<file path="config.mk">
export PLATFORM = sky130hd
export DESIGN_NAME = data_out_encoder
export DESIGN_NICKNAME = d
export VERILOG_FILES = /design/src/rtl/data_io_pkg.sv /design/src/rtl/word_skid_buffer.sv /design/src/rtl/data_out_encoder.sv
export SDC_FILE = /design/constraint.sdc
export NUM_CORES = 1
export LEC_CHECK = 0
export ABC_AREA = 1
export BUFFER_PORTS_ARGS = -buffer_cell sky130_fd_sc_hd__buf_2
export CORE_UTILIZATION = 45
export DETAILED_ROUTE_END_ITERATION = 7
export MAX_ROUTING_LAYER = met4
export PLACE_DENSITY = 0.78
export SETUP_SLACK_MARGIN = 0.5
export SYNTH_ARGS = -nofsm -noshare
export SYNTH_HDL_FRONTEND = slang
export SYNTH_SLANG_ARGS = --single-unit
export TNS_END_PERCENT = 5
</file>
<file path="constraint.sdc">
create_clock -name wb_clk_i -period 2.5 [get_ports wb_clk_i]
set_input_delay 0.75 -clock wb_clk_i [delete_from_list [all_inputs] [get_ports wb_clk_i]]
set_output_delay 0.75 -clock wb_clk_i [all_outputs]
set_load 0.005 [all_outputs]
</file>
<file path="src/rtl/data_io_pkg.sv">
// Shared byte-lane definitions for the data input decoder and output encoder.
// Lane select encoding: 0 -> [7:0] .. NUM_BYTES-1 -> most significant byte.
package data_io_pkg;

   localparam int BYTE_W    = 8;
   localparam int NUM_BYTES = 4;
   localparam int SEL_W     = $clog2(NUM_BYTES);

   typedef enum logic {
      IDLE = 1'b0,
      SEND = 1'b1
   } xfer_state_t;

endpackage

</file>
<file path="src/rtl/word_skid_buffer.sv">
// One-entry pending register with valid/ready handshakes on both sides.
// Lets a producer hand over the next word while the current one is still draining.
module word_skid_buffer #(
   parameter int WIDTH = 32
) (
   input  logic             clk,
   input  logic             rst,
   input  logic [WIDTH-1:0] in_data,
   input  logic             in_valid,
   output logic             in_ready,
   output logic [WIDTH-1:0] out_data,
   output logic             out_valid,
   input  logic             out_ready
);

   logic full;

   assign in_ready  = !full;
   assign out_valid = full;

   always_ff @(posedge clk) begin
      if (rst) begin
         full <= 1'b0;
      end else if (in_valid && in_ready) begin
         full <= 1'b1;
      end else if (out_valid && out_ready) begin
         full <= 1'b0;
      end
   end

   // NOTE: the payload register has no reset; the full flag alone says whether it holds a word.
   always_ff @(posedge clk) begin
      if (in_valid && in_ready) begin
         out_data <= in_data;
      end
   end

endmodule

</file>
<file path="src/rtl/data_out_encoder.sv">
// Serialises words into byte-lane transfers (byte_out + byte_sel) for the 8-bit pad path.
// A one-word pending buffer keeps back-to-back words flowing without a bubble.
module data_out_encoder #(
   parameter int NUM_BYTES = data_io_pkg::NUM_BYTES,
   parameter int BYTE_W    = data_io_pkg::BYTE_W,
   parameter bit MSB_FIRST = 1'b0,
   parameter int CNT_W     = 16
) (
   input  logic                          wb_clk_i,
   input  logic                          wb_rst_i,
   input  logic [NUM_BYTES*BYTE_W-1:0]   word_in,
   input  logic                          word_valid,
   output logic                          word_ready,
   output logic [BYTE_W-1:0]             byte_out,
   output logic [$clog2(NUM_BYTES)-1:0]  byte_sel,
   output logic                          byte_valid,
   input  logic                          byte_ready,
   output logic                          byte_last,
   output logic                          busy,
   output logic [CNT_W-1:0]              words_sent
);

   import data_io_pkg::*;

   localparam int WORD_W = NUM_BYTES * BYTE_W;
   localparam int IDX_W  = $clog2(NUM_BYTES);
   localparam logic [IDX_W-1:0] FIRST_IDX = MSB_FIRST ? IDX_W'(NUM_BYTES - 1) : '0;
   localparam logic [IDX_W-1:0] LAST_IDX  = MSB_FIRST ? '0 : IDX_W'(NUM_BYTES - 1);

   xfer_state_t       state;
   logic [WORD_W-1:0] shift_reg;
   logic [IDX_W-1:0]  idx;
   logic [WORD_W-1:0] pend_data;
   logic              pend_full;
   logic              accept;
   logic              byte_xfer;
   logic              last_xfer;
   logic              pend_push;
   logic              pend_pop;

   assign accept    = word_valid && word_ready;
   assign byte_xfer = byte_valid && byte_ready;
   assign last_xfer = byte_xfer && (idx == LAST_IDX);
   // Only words arriving while the current one keeps draining need parking.
   assign pend_push = accept && (state == SEND) && !last_xfer;
   assign pend_pop  = last_xfer && pend_full;

   word_skid_buffer #(
      .WIDTH(WORD_W)
   ) u_pending (
      .clk       (wb_clk_i),
      .rst       (wb_rst_i),
      .in_data   (word_in),
      .in_valid  (pend_push),
      .in_ready  (word_ready),
      .out_data  (pend_data),
      .out_valid (pend_full),
      .out_ready (pend_pop)
   );

   assign byte_valid = (state == SEND);
   assign byte_out   = shift_reg[idx*BYTE_W +: BYTE_W];
   assign byte_sel   = idx;
   assign byte_last  = byte_valid && (idx == LAST_IDX);
   assign busy       = byte_valid || pend_full;

   // NOTE: sequential state uses non-blocking assignments so every register sees pre-edge values.
   always_ff @(posedge wb_clk_i) begin
      if (wb_rst_i) begin
         state      <= IDLE;
         shift_reg  <= '0;
         idx        <= '0;
         words_sent <= '0;
      end else begin
         case (state)
            IDLE: begin
               if (accept) begin
                  shift_reg <= word_in;
                  idx       <= FIRST_IDX;
                  state     <= SEND;
               end
            end
            SEND: begin
               if (byte_xfer) begin
                  if (idx == LAST_IDX) begin
                     words_sent <= words_sent + CNT_W'(1);
                     // Pending word has priority: it was accepted before anything on word_in now.
                     if (pend_full) begin
                        shift_reg <= pend_data;
                        idx       <= FIRST_IDX;
                     end else if (accept) begin
                        shift_reg <= word_in;
                        idx       <= FIRST_IDX;
                     end else begin
                        state <= IDLE;
                     end
                  end else if (MSB_FIRST) begin
                     idx <= idx - IDX_W'(1);
                  end else begin
                     idx <= idx + IDX_W'(1);
                  end
               end
            end
            default: state <= IDLE;
         endcase
      end
   end

endmodule

</file>
==> qor.txt <==
Die height = 94.21 um
Final hold violations = 0
Share of cells above drive strength 1 = 0.2388
Antenna cells = 0
Clk Latency, worst-skew pair = 350 ps
Routability cong. = 0.8397
Status = finished clean
Switching pwr = 0.7774 mW
Nets = 591
Biggest area consumer among synthesized cells = dfxtp_1
Total gr overflow = 0
Flop pwr share = 0.552
Tot GR Track Use = 0.2105
Vias in the first global route = 3142
WS Path Type = register to output port
Starting Density = 0.4657
Cell count after placement = 636
Clock Power Share = 0.296
DRT Pass-1 Iters = 4
Worst EP required = 1750 ps
Synthesized area = 0.003826 mm2
FILL cells = 740
Synth Area per Inst = 7.922 um2
Via-to-Cell Ratio = 5.251
Largest net degree at the start of global routing = 34
Clock skew = 6.084 ps
Remaining DRCs = 0
Final Non-Filler Cells = 662
CTS Hold Buffers Added = 0
Fmax = 0.4512 GHz
Final worst path period need = 2216 ps
CTS Buf Count = 9
Power Total = 2.812 mW
Mapped Cells = 483
Worst hold path class = register to register
Peak VDD IR = 455.4 uV
Largest cells by area after synthesis = dfxtp_1 27%, edfxtp_1 25%, nand2_1 9.9%
First-pass GRT wire length = 14.17 mm
Post-synthesis register bit count = 84
DR iter-0 viols = 258
TNS Setup = 0 ps
Detailed placement HPWL = 5.984 mm
Leak Pwr = 2.009 nW
CTS tree = yes
Final setup vio count = 0
Max_slew headroom = 0.6951
Int Power = 2.035 mW
I/O pins = 66
Cell Pwr Density = 602.6 mW/mm2
Top cell type's share of synthesized area = 0.2721
Crit end category = output port
Arr. time, crit path = 1470 ps
Fin crit share = 0.8865
Slew Viols, Final = 0
Clk sinks = 84
Synthesis-to-finish area growth = 21.98%
Die width = 94.21 um
Initial antenna violation count = 0
FP Rows = 33
CTS root buf = clkbuf_8
Slew @ Worst Pin = 456.8 ps
Core Region = 0.008217 mm2
DR WL/cell = 13.79 um
Max_cap viols = 0
H-tree levels = 3
IO buf count = 65
RSZ-0062 raised after global routing = yes
Post-synthesis sequential area ratio = 0.5232
Yosys cell types = 27
Syn Nets = 522
Gate power share = 0.153
Clock transition at path regs = 80 ps
Clock buffer depth = 2
Routed Antenna Nets = 0
Yosys warnings = 0
Worst setup SP type = register
Crit path max fanout = 6
Vias = 3476
Sw Share = 0.2764
Routed WL = 9.132 mm
Die Area = 0.008876 mm2
-- worst max-delay path, stage by stage, from the launching register on --
cell and delay [ps]:
dfxtp_4 400, clkbuf_2 190, o21ai_0 140, o22ai_2 230, buf_2 150
-- per-stage QoR --
| step | util | setup WS (ps) | hold slack (ps) | instance area (um2) |
|---|---|---|---|---|
| after floorplan | - | 518.9 | 429.8 | 3834 |
| after global placement | 0.5196 | 417.7 | 458.7 | 4269 |
| after detailed placement | 0.5196 | 393.9 | 463.7 | 4269 |
| after CTS | 0.5508 | 380.3 | 475.3 | 4526 |
| after global routing | 0.5680 | 245.0 | 526.0 | 4667 |
| final | 0.5680 | 283.8 | 486.7 | 4667 |
-- cell usage in the layout (no fill, tap or decap), drive strengths merged, types with 2 or more instances in the layout --
cell / n
a21oi: 42
buf: 84
clkbuf: 15
clkinv: 2
clkinvlp: 2
dfxtp: 52
edfxtp: 32
ha: 3
inv: 29
nand2: 104
nand3: 39
nand4: 4
nor2: 77
nor3: 2
o21ai: 57
o22ai: 9
-- power groups by stage --
stage,Sequential (mW),Combinational [mW],Clock (mW)
6_report,1.55,0.430,0.832
5_1_grt,1.56,0.475,0.904
4_1_cts,1.55,0.390,0.845
3_5_place_dp,1.58,0.367,0
3_3_place_gp,1.57,0.358,0
2_1_floorplan,1.56,0.249,0
-- kinds of logic (layout without fill, tap and decap cells) --
| group | after synthesis | after routing | share of synthesized area |
|---|---|---|---|
| AOI/OAI and AO/OA | 109 | 109 | 0.1472 |
| xor gates and xnor gates | 1 | 1 | 0.002289 |
| adders and majority gates | 3 | 3 | 0.009811 |
| buffers and inverters | 58 | 132 | 0.06311 |
| DFF | 84 | 84 | 0.5232 |
| and+or+nand+nor | 228 | 228 | 0.2544 |
-- routing by layer --
layer  part of all wire  GRT usage  up-vias
met5                  0          -        -
met1               0.44     0.2652     1586
met2               0.48     0.3321      122
met3              0.065    0.05502       21
met4              0.014    0.06154        0
li1                   -          -     1747
-- synth_stat cells --
cell,instances
nand3_4,1
nand2_1,101
ha_1,3
o21ai_0,27
inv_2,1
clkbuf_1,11
o22ai_1,9
nand4_1,4
and3_1,1
nor3_1,2
buf_4,1
inv_1,29
a21oi_1,42
nor2_2,1
dfxtp_1,52
o21ai_1,29
o21ai_2,1
nand2_2,3
nand3_2,1
nor2_4,3
buf_2,16
nand3b_1,1
nand3_1,37
xor2_1,1
nor2_1,73
o21bai_1,1
edfxtp_1,32
-- path summary, 6_finish.rpt --
kind                                           startpoint  slack, ps                               end  cells after the start
worst max-delay path             byte_sel[1]$_SDFFE_PP0P_        280                       byte_out[5]                      4
worst min-delay path            shift_reg[4]$_SDFFE_PP0P_        490         shift_reg[4]$_SDFFE_PP0P_                      2
worst max register to register   byte_sel[0]$_SDFFE_PP0P_        470  u_pending.out_data[20]$_DFFE_PP_                      8
worst min register to register  shift_reg[4]$_SDFFE_PP0P_        490         shift_reg[4]$_SDFFE_PP0P_                      2
-- final cells by class --
class | instances | area [um2] | share of cell area
timing repair buffer | 86 | 558.0 | 0.1196
multi-input combinational | 341 | 1690 | 0.3622
sequential | 84 | 2009 | 0.4306
inverter | 30 | 122.6 | 0.02627
clock inverter | 3 | 16.27 | 0.003485
clock buffer | 13 | 138.9 | 0.02976
tap | 105 | 131.4 | 0.02815
-- what timing repair did --
action                                 4_1_cts  5_1_grt
endpoints found under the hold margin        0        0
resized for setup                           29       19
pin swaps                                    6        4
setup endpoints to repair                   26       63
setup buffers                                4        5
cloned                                       0        1
(Power assumes the default switching activity.)
